===== src/rtl/sal_ref_ctrl_pkg.sv =====
// Shared DDR2 refresh parameters: default widths, debt limit and refresh FSM states.
package sal_ref_ctrl_pkg;

  localparam int unsigned DEF_TREFI_W  = 16;
  localparam int unsigned DEF_TRFC_W   = 8;
  localparam int unsigned DEF_MAX_DEBT = 8;
  localparam int unsigned DEF_DEBT_W   = $clog2(DEF_MAX_DEBT + 1);

  typedef enum logic [1:0] {
    IDLE = 2'd0,
    REQ  = 2'd1,
    RFC  = 2'd2
  } ref_state_t;

endpackage


===== src/rtl/sal_ref_timer.sv =====
// tREFI interval down-counter; tick_c_o pulses combinationally on each interval expiry.
module sal_ref_timer
  import sal_ref_ctrl_pkg::*;
#(
  parameter int unsigned TREFI_W = DEF_TREFI_W
) (
  input  logic               clk,
  input  logic               rst_n,
  input  logic               en_i,
  input  logic [TREFI_W-1:0] trefi_i,
  output logic               tick_c_o
);

  logic [TREFI_W-1:0] cnt_q, cnt_d, cnt_eff;
  logic               pend_q, pend_d;
  logic               run;

  // A pending load counts the load cycle itself as the first cycle of the interval.
  always_comb begin
    run      = en_i && (trefi_i != '0);
    cnt_eff  = pend_q ? (trefi_i - TREFI_W'(1)) : cnt_q;
    tick_c_o = run && (cnt_eff == '0);
    cnt_d    = cnt_q;
    pend_d   = pend_q;
    if (!run) begin
      cnt_d  = trefi_i - TREFI_W'(1);
      pend_d = 1'b1;
    end else if (tick_c_o) begin
      cnt_d  = trefi_i - TREFI_W'(1);
      pend_d = 1'b0;
    end else begin
      cnt_d  = cnt_eff - TREFI_W'(1);
      pend_d = 1'b0;
    end
  end

  always_ff @(posedge clk or negedge rst_n) begin
    if (!rst_n) begin
      cnt_q  <= '0;
      pend_q <= 1'b1;
    end else begin
      cnt_q  <= cnt_d;
      pend_q <= pend_d;
    end
  end

endmodule


===== src/rtl/sal_ref_ctrl.sv =====
// DDR2 refresh scheduler: tracks refresh debt and handshakes REF with the bank controller.
// Optional SAL_REF_URGENT_EN adds ref_urgent_o (debt at or above MAX_DEBT-1).
module sal_ref_ctrl
  import sal_ref_ctrl_pkg::*;
#(
  parameter int unsigned TREFI_W  = DEF_TREFI_W,
  parameter int unsigned TRFC_W   = DEF_TRFC_W,
  parameter int unsigned MAX_DEBT = DEF_MAX_DEBT,
  parameter int unsigned DEBT_W   = DEF_DEBT_W
) (
  input  logic               clk,
  input  logic               rst_n,
  input  logic               ref_en_i,
  input  logic [TREFI_W-1:0] trefi_i,
  input  logic [TRFC_W-1:0]  trfc_i,
  output logic               ref_req_o,
  input  logic               ref_gnt_i,
  output logic               ref_busy_o,
  output logic [DEBT_W-1:0]  debt_o,
  output logic               ref_overflow_o
`ifdef SAL_REF_URGENT_EN
  ,
  output logic               ref_urgent_o
`endif
);

  localparam logic [DEBT_W-1:0] DEBT_MAX = DEBT_W'(MAX_DEBT);
  localparam logic [DEBT_W-1:0] DEBT_URG = DEBT_W'(MAX_DEBT - 1);

  ref_state_t          state_q, state_d;
  logic [DEBT_W-1:0]   debt_q, debt_d;
  logic [TRFC_W-1:0]   rfc_q, rfc_d;
  logic                req_q, req_d;
  logic                busy_q, busy_d;
  logic                ovf_q, ovf_d;
  logic                urg_q, urg_d;
  logic                tick;
  logic                gnt;

  sal_ref_timer #(
    .TREFI_W (TREFI_W)
  ) u_timer (
    .clk      (clk),
    .rst_n    (rst_n),
    .en_i     (ref_en_i),
    .trefi_i  (trefi_i),
    .tick_c_o (tick)
  );

  // Debt bookkeeping; a grant only counts while a request is outstanding.
  always_comb begin
    gnt    = (state_q == REQ) && ref_gnt_i;
    debt_d = debt_q;
    ovf_d  = ovf_q;
    if (tick && !gnt) begin
      if (debt_q == DEBT_MAX) begin
        ovf_d = 1'b1;
      end else begin
        debt_d = debt_q + DEBT_W'(1);
      end
    end else if (gnt && !tick) begin
      debt_d = debt_q - DEBT_W'(1);
    end
    urg_d = (debt_d >= DEBT_URG);
  end

  // Request/grant/tRFC sequencing; outputs registered from the next state.
  always_comb begin
    state_d = state_q;
    rfc_d   = rfc_q;
    case (state_q)
      IDLE: begin
        if (debt_q != '0) begin
          state_d = REQ;
        end
      end
      REQ: begin
        if (ref_gnt_i) begin
          state_d = RFC;
          rfc_d   = (trfc_i == '0) ? '0 : (trfc_i - TRFC_W'(1));
        end
      end
      RFC: begin
        if (rfc_q == '0) begin
          state_d = IDLE;
        end else begin
          rfc_d = rfc_q - TRFC_W'(1);
        end
      end
      default: state_d = IDLE;
    endcase
    req_d  = (state_d == REQ);
    busy_d = (state_d == RFC);
  end

  always_ff @(posedge clk or negedge rst_n) begin
    if (!rst_n) begin
      state_q <= IDLE;
      debt_q  <= '0;
      rfc_q   <= '0;
      req_q   <= 1'b0;
      busy_q  <= 1'b0;
      ovf_q   <= 1'b0;
      urg_q   <= 1'b0;
    end else begin
      state_q <= state_d;
      debt_q  <= debt_d;
      rfc_q   <= rfc_d;
      req_q   <= req_d;
      busy_q  <= busy_d;
      ovf_q   <= ovf_d;
      urg_q   <= urg_d;
    end
  end

  assign ref_req_o      = req_q;
  assign ref_busy_o     = busy_q;
  assign debt_o         = debt_q;
  assign ref_overflow_o = ovf_q;
`ifdef SAL_REF_URGENT_EN
  assign ref_urgent_o   = urg_q;
`else
  logic unused_urg;
  assign unused_urg = urg_q;
`endif

endmodule

===== config.mk =====
export PLATFORM = sky130hd
export DESIGN_NAME = sal_ref_ctrl
export DESIGN_NICKNAME = d
export VERILOG_FILES = /design/src/rtl/sal_ref_ctrl_pkg.sv /design/src/rtl/sal_ref_timer.sv /design/src/rtl/sal_ref_ctrl.sv
export SDC_FILE = /design/constraint.sdc
export NUM_CORES = 1
export LEC_CHECK = 0
export ABC_AREA = 1
export BUFFER_PORTS_ARGS = -buffer_cell sky130_fd_sc_hd__buf_2
export CORE_MARGIN = 4
export CORE_UTILIZATION = 53
export CTS_BUF_LIST = sky130_fd_sc_hd__clkbuf_8 sky130_fd_sc_hd__clkbuf_16
export CTS_CLUSTER_SIZE = 16
export DETAILED_ROUTE_END_ITERATION = 10
export HOLD_SLACK_MARGIN = 0.12
export PLACE_DENSITY = 0.82
export SYNTH_ARGS = -nofsm -noshare
export SYNTH_HDL_FRONTEND = slang
export SYNTH_SLANG_ARGS = --single-unit

===== constraint.sdc =====
create_clock -name clk -period 2.9 [get_ports clk]
set_input_delay 0.145 -clock clk [delete_from_list [all_inputs] [get_ports clk]]
set_output_delay 0.145 -clock clk [all_outputs]
set_load 0.1 [all_outputs]

After elaboration in Yosys (flattened, before gate mapping)
Cells that the tools add are included.
Widths: inputs -> output; s select.
- flip-flop bits (word level): 34
- latch bits: 0
- bits in writable memories: 0
- memory bits (read-only): 0
- input bits: 28
- output and inout bits: 7
- word-level logic and storage cells: 55
- memories: 0
- add/subtract/negate cells: 6
- multiply operators: 0
- div/mod/pow operators: 0
- order comparisons: 0
- equal/unequal tests: 8
- shift-type cells: 0
- mux-type cells: 15
- bitwise gates (word level): 0
- reductions and logical operators: 18
- operator list (kind ; count):
    $mux 16 ; 3
    $sub 16x1->16 const B ; 2
    $mux 8 ; 3
    $logic_not 16->1 ; 1
    $logic_not 8->1 ; 2
    $pmux 8 s2 ; 1
    $reduce_bool 16->1 ; 1
    $sub 8x1->8 const B ; 2
    $mux 4 ; 3
    $mux 2 ; 3
    $ne 2x2->1 const B ; 3
    $pmux 2 s3 ; 1
    $logic_and 1x1->1 ; 5
    $add 4x1->4 const B ; 1
    $eq 2x1->1 const B ; 2
    $eq 2x2->1 const B ; 2
    $eq 4x4->1 const B ; 1
    $reduce_and 2->1 ; 2
    $reduce_bool 2->1 ; 2
    $reduce_bool 4->1 ; 1
    $sub 4x1->4 const B ; 1
    $reduce_and 3->1 ; 1
    $logic_not 1->1 ; 2
    $logic_not 2->1 ; 1
    $mux 1 ; 1

Longest topological paths before layout
- depth after elaboration: 8
- gate-level depth with buffers: 23
- depth with buffers taken out: 23

By module
From an unflattened synthesis, not the netlist that was laid out.
- cell total of the unflattened synthesis: 490
- area total of the unflattened synthesis: 3115.5 sq um
- modules (own cells, without submodules) (module ; times used ; cells each ; area an instance (sq um) ; seq. area each (sq um)):
    sal_ref_timer ; 1 ; 313 ; 1880.6 ; 426.7
    sal_ref_ctrl ; 1 ; 177 ; 1234.9 ; 425.4

Worst setup path before layout
No wires, ideal clock.
- path type: reg2reg
- start point: register u_timer.pend_q
- end point: register debt_q[3] (netlist: debt_o[3])
- library setup time: 0.067 ns
- arrival time: 2.818 ns
- required time: 2.833 ns
- path slack: 0.015 ns
- cell stages (with the launch flop): 21
- path buffers: 2
- period minus slack after synthesis: 2.885 ns
- path through: dfstp_2 -> buf_4 -> buf_4 -> nand2_1 -> o21ai_1 -> ha_1 -> nand3_1 -> nor2_1 -> nand3_4 -> nor2_8 -> nand3_2 -> ha_1 -> nand2_1 -> nand2_1 -> a31oi_1 -> inv_1 -> nand4_1 -> nand2_1 -> nand2_1 -> nand2_1 -> nand2_1
- word-level cells in the longest chain between the ends: 7
- elaborated cells between the ends (all ways): 10
- those cells by class: eq/ne: 1; mux: 2; reduce/logical: 7
- ends and longest elaborated chain (element ; RTL line ; source):
    start, declared ; sal_ref_timer.sv:15 ; logic pend_q, pend_d;
    start signal, assigned ; sal_ref_timer.sv:43 ; pend_q <= pend_d;
    $mux 16 (*) ; sal_ref_timer.sv:21 ; cnt_eff = pend_q ? (trefi_i - TREFI_W'(1)) : cnt_q;
    $logic_not 16->1 (*) ; sal_ref_timer.sv:22 ; tick_c_o = run && (cnt_eff == '0);
    $logic_and 1x1->1 (*) ; sal_ref_timer.sv:22 ;
    $logic_not 1->1 ; sal_ref_ctrl.sv:61 ; end else if (gnt && !tick) begin
    $logic_and 1x1->1 ; sal_ref_ctrl.sv:61 ;
    $reduce_bool 2->1 (no source line) ; - ;
    $reduce_and 2->1 (no source line) ; - ;
    end signal, assigned ; sal_ref_ctrl.sv:107 ; debt_q <= debt_d;
    end, declared ; sal_ref_ctrl.sv:31 ; logic [DEBT_W-1:0] debt_q, debt_d;
Every way passes the cells marked *; elsewhere a longest branch is shown, timed or not.
A chain may end at the register's enable or synchronous reset.

Final worst setup path
Same ends and word-level chain as after synthesis.

==> results_dict.tcl <==
set metrics [dict create \
    n_fill_cell 488 \
    placed_cells 509 \
    die-area_mm2 0.006584 \
    async_reset_ff_share_pct 100.0 \
    cts-buffers-inserted 5 \
    ios 35 \
    grt_usage_pct 20.76 \
    netlist_top_cells_area "dfrtp_1, nand2_1, inv_1" \
    synth_edf_count 0 \
    endpoint_kind "flip-flop" \
    wl_um 6423 \
    cp.arrival_ps 2890 \
    htreeDepth 2 \
    drv_cap 0 \
    ir_drop_mv 0.3056 \
    drcViolationCount 0 \
    diodes 0 \
    drtAntennaViolNets 0 \
    grt_max_degree 35 \
    overflow 0 \
    synth_nets 442 \
    ys_ff_latch 34 \
    tightestPinTransition_ps 744.3 \
    first_iter_violations 96 \
    core_mm2 0.005140 \
    finalWeightedCongestion 0.9236 \
    clk_path_buf_depth 2 \
    multiInputGateArea_mm2 0.001758 \
    ys.warnings.count 0 \
    yosys-top-cells-count "nand2_1, inv_1, nor2_1, dfrtp_1, nand3_1" \
    drive_gt1_share_pct 22.84 \
    skew_ps 9.523 \
    finalCritPeriodShare_pct 93.58 \
    place_area_mm2 0.003089 \
    p_total_mw 1.110 \
    grt_pass1_wl_um 10930 \
    fin_hold_ws_ps 167.2 \
    num_vias 2747 \
    finalHoldViolCount 0 \
    hpwl_um 4969 \
    cts_root_buffer "clkbuf_8" \
    min_path_type "input pin to flip-flop" \
    crit_fanout 6 \
    outcome "complete, no violations" \
    report.final.setup_viol 0 \
    avgViaCountPerCell 5.273 \
    synth_most_common_cell "nand2_1" \
    clk_pin_slew_ps 70 \
    syn_area_mm2 0.002835 \
    fin_tns_setup_ps 0 \
    critPathKind "flip-flop to flip-flop" \
    layoutNonFillerInstCount 521 \
    avgSynthCellArea_um2 7.001 \
    power_leakage_nw 1.652 \
    dr.pass1.iters 5 \
    io_buffers 34 \
    synthCells 405 \
    rows 26 \
    initial_core_util_pct 55.16 \
    yosysTopAreaCell "dfrtp_1" \
    seq_area_frac_synth_pct 30.05 \
    cp.required_ps 3070 \
    start_kind "flip-flop" \
    relSlewSlack_pct 50.38 \
    die_w_um 81.14 \
    die-height_um 81.14 \
    fmax_mhz 368.5 \
    cts_tree "done" \
    grt_pass1_vias 2624 \
    antenna_found_initial 0 \
    syn2layout_area_growth_pct 14.39 \
    final_nets 487 \
    netlist.area_leader.share_pct 29.13 \
    cts_sinks 34 \
    ys.flop_type "dfrtp_1" \
    ys_types 42 \
    insertion_delay_ps 280 \
    power_density_mw_per_mm2 342.3 \
    design_area_mm2 0.003243 \
    finalMaxSlewViolations 0 \
    wl_per_cell_um 12.33 \
    period_needed_ps 2714 \
    seq_area_um2 852.1 \
]
[report_power, final]
part / internal (mW) / total [mW] / switching (mW) / leakage, nW
Clock: 0.188 / 0.358 / 0.170 / 0.0524
Combinational: 0.0913 / 0.244 / 0.153 / 1.21
Sequential: 0.499 / 0.508 / 0.00877 / 0.394
Total: 0.778 / 1.11 / 0.332 / 1.65
[area by class of cell]
| cell class | instances | area share [%] |
|---|---|---|
| Clock buffer | 6 | 2.546 |
| Sequential cell | 34 | 26.27 |
| Tap cell | 70 | 2.701 |
| Timing Repair Buffer | 44 | 7.639 |
| Multi-Input combinational cell | 310 | 54.21 |
| Inverter | 55 | 6.366 |
| Clock inverter | 2 | 0.2701 |
[registers in the layout, summed over array words and instances (netlist names)]
| signal | flops |
|---|---|
| state_q | 2 |
| u_timer.cnt_q | 16 |
| ref_overflow_o | 1 |
| ref_busy_o | 1 |
| rfc_q | 8 |
| u_timer.pend_q | 1 |
| debt_o | 4 |
| ref_req_o | 1 |
[timing repair]
item,4_1_cts,5_1_grt
setup endpoints to repair,0,1
resized for setup,0,5
endpoints found under the hold margin,34,0
hold buffers,2,0
buffers inserted,0,2
[final timing paths]
kind	start	to	slack [ps]	depth (start not counted)
worst max-delay path	u_timer.pend_q	debt_o[3]	190	18
worst min-delay path	ref_en_i	u_timer.pend_q	170	2
worst max register to register	u_timer.pend_q	debt_o[3]	190	18
worst min register to register	ref_overflow_o	ref_overflow_o	500	1
max in group asynchronous	rst_n	u_timer.cnt_q[8]	1960	2
min in group asynchronous	rst_n	u_timer.cnt_q[13]	460	2
[cell usage in the layout (no fill, tap or decap), types with 2 or more instances in the layout]
cell	n
a21boi_0	2
or2_2	7
inv_1	50
dlygate4sd3_1	2
buf_4	7
nand4_1	4
nor2_8	3
a21oi_1	4
o22ai_1	2
o21ai_2	3
clkinv_1	2
nor2_2	7
nand3b_1	3
ha_1	7
a31oi_1	8
clkbuf_8	6
xor2_1	11
nand2_2	13
o21ai_0	20
xnor2_1	4
inv_2	4
nor3_1	3
nand3_4	2
dfrtp_1	33
nand3_2	5
a31o_2	2
nor2_1	38
nand2_1	102
nand3_1	30
o21ai_1	14
nor2_4	5
buf_2	35
[worst max-delay path, stage by stage (launching register included)]
cell     delay [ps]
dfstp_2         400
buf_2           160
buf_4           140
or2_2           290
nand2_2         110
nand3_2         100
nor2_2          150
nand3_4         100
nor2_8          130
nand3_4         110
ha_4            250
nand2_1          60
nand2_1          50
a31oi_1         190
inv_1            60
nand4_1          80
nand2_1          70
nand3_1          70
nand2_1          50
[cells by family after synthesis]
kind of cell	share of synthesized area, %
buf+inv	9.002
compound gates	12.36
mux	0.3531
flops	30.05
xor+xnor	4.634
fa+ha+maj	4.237
simple gates	39.36
[per-layer routing]
metal | up-vias | GRT usage [%] | wire, um | part of all wire [%]
met1 | 1296 | 25.68 | 2897 | 45
met3 | 15 | 4.213 | 224 | 3.5
li1 | 1394 | - | - | -
met2 | 42 | 36.45 | 3203 | 50
met5 | - | 0 | 0 | 0
met4 | 0 | 5.912 | 97 | 1.5
[per-stage QoR]
step                      setup slack [ps]  util, %
final                                186.1    63.10
after global routing                -15.40    63.10
after CTS                            63.52    62.27
after detailed placement             42.16    60.10
after global placement               177.8    60.10
after floorplan                      14.57        -
No activity file was read; power rests on OpenSTA's default activity.
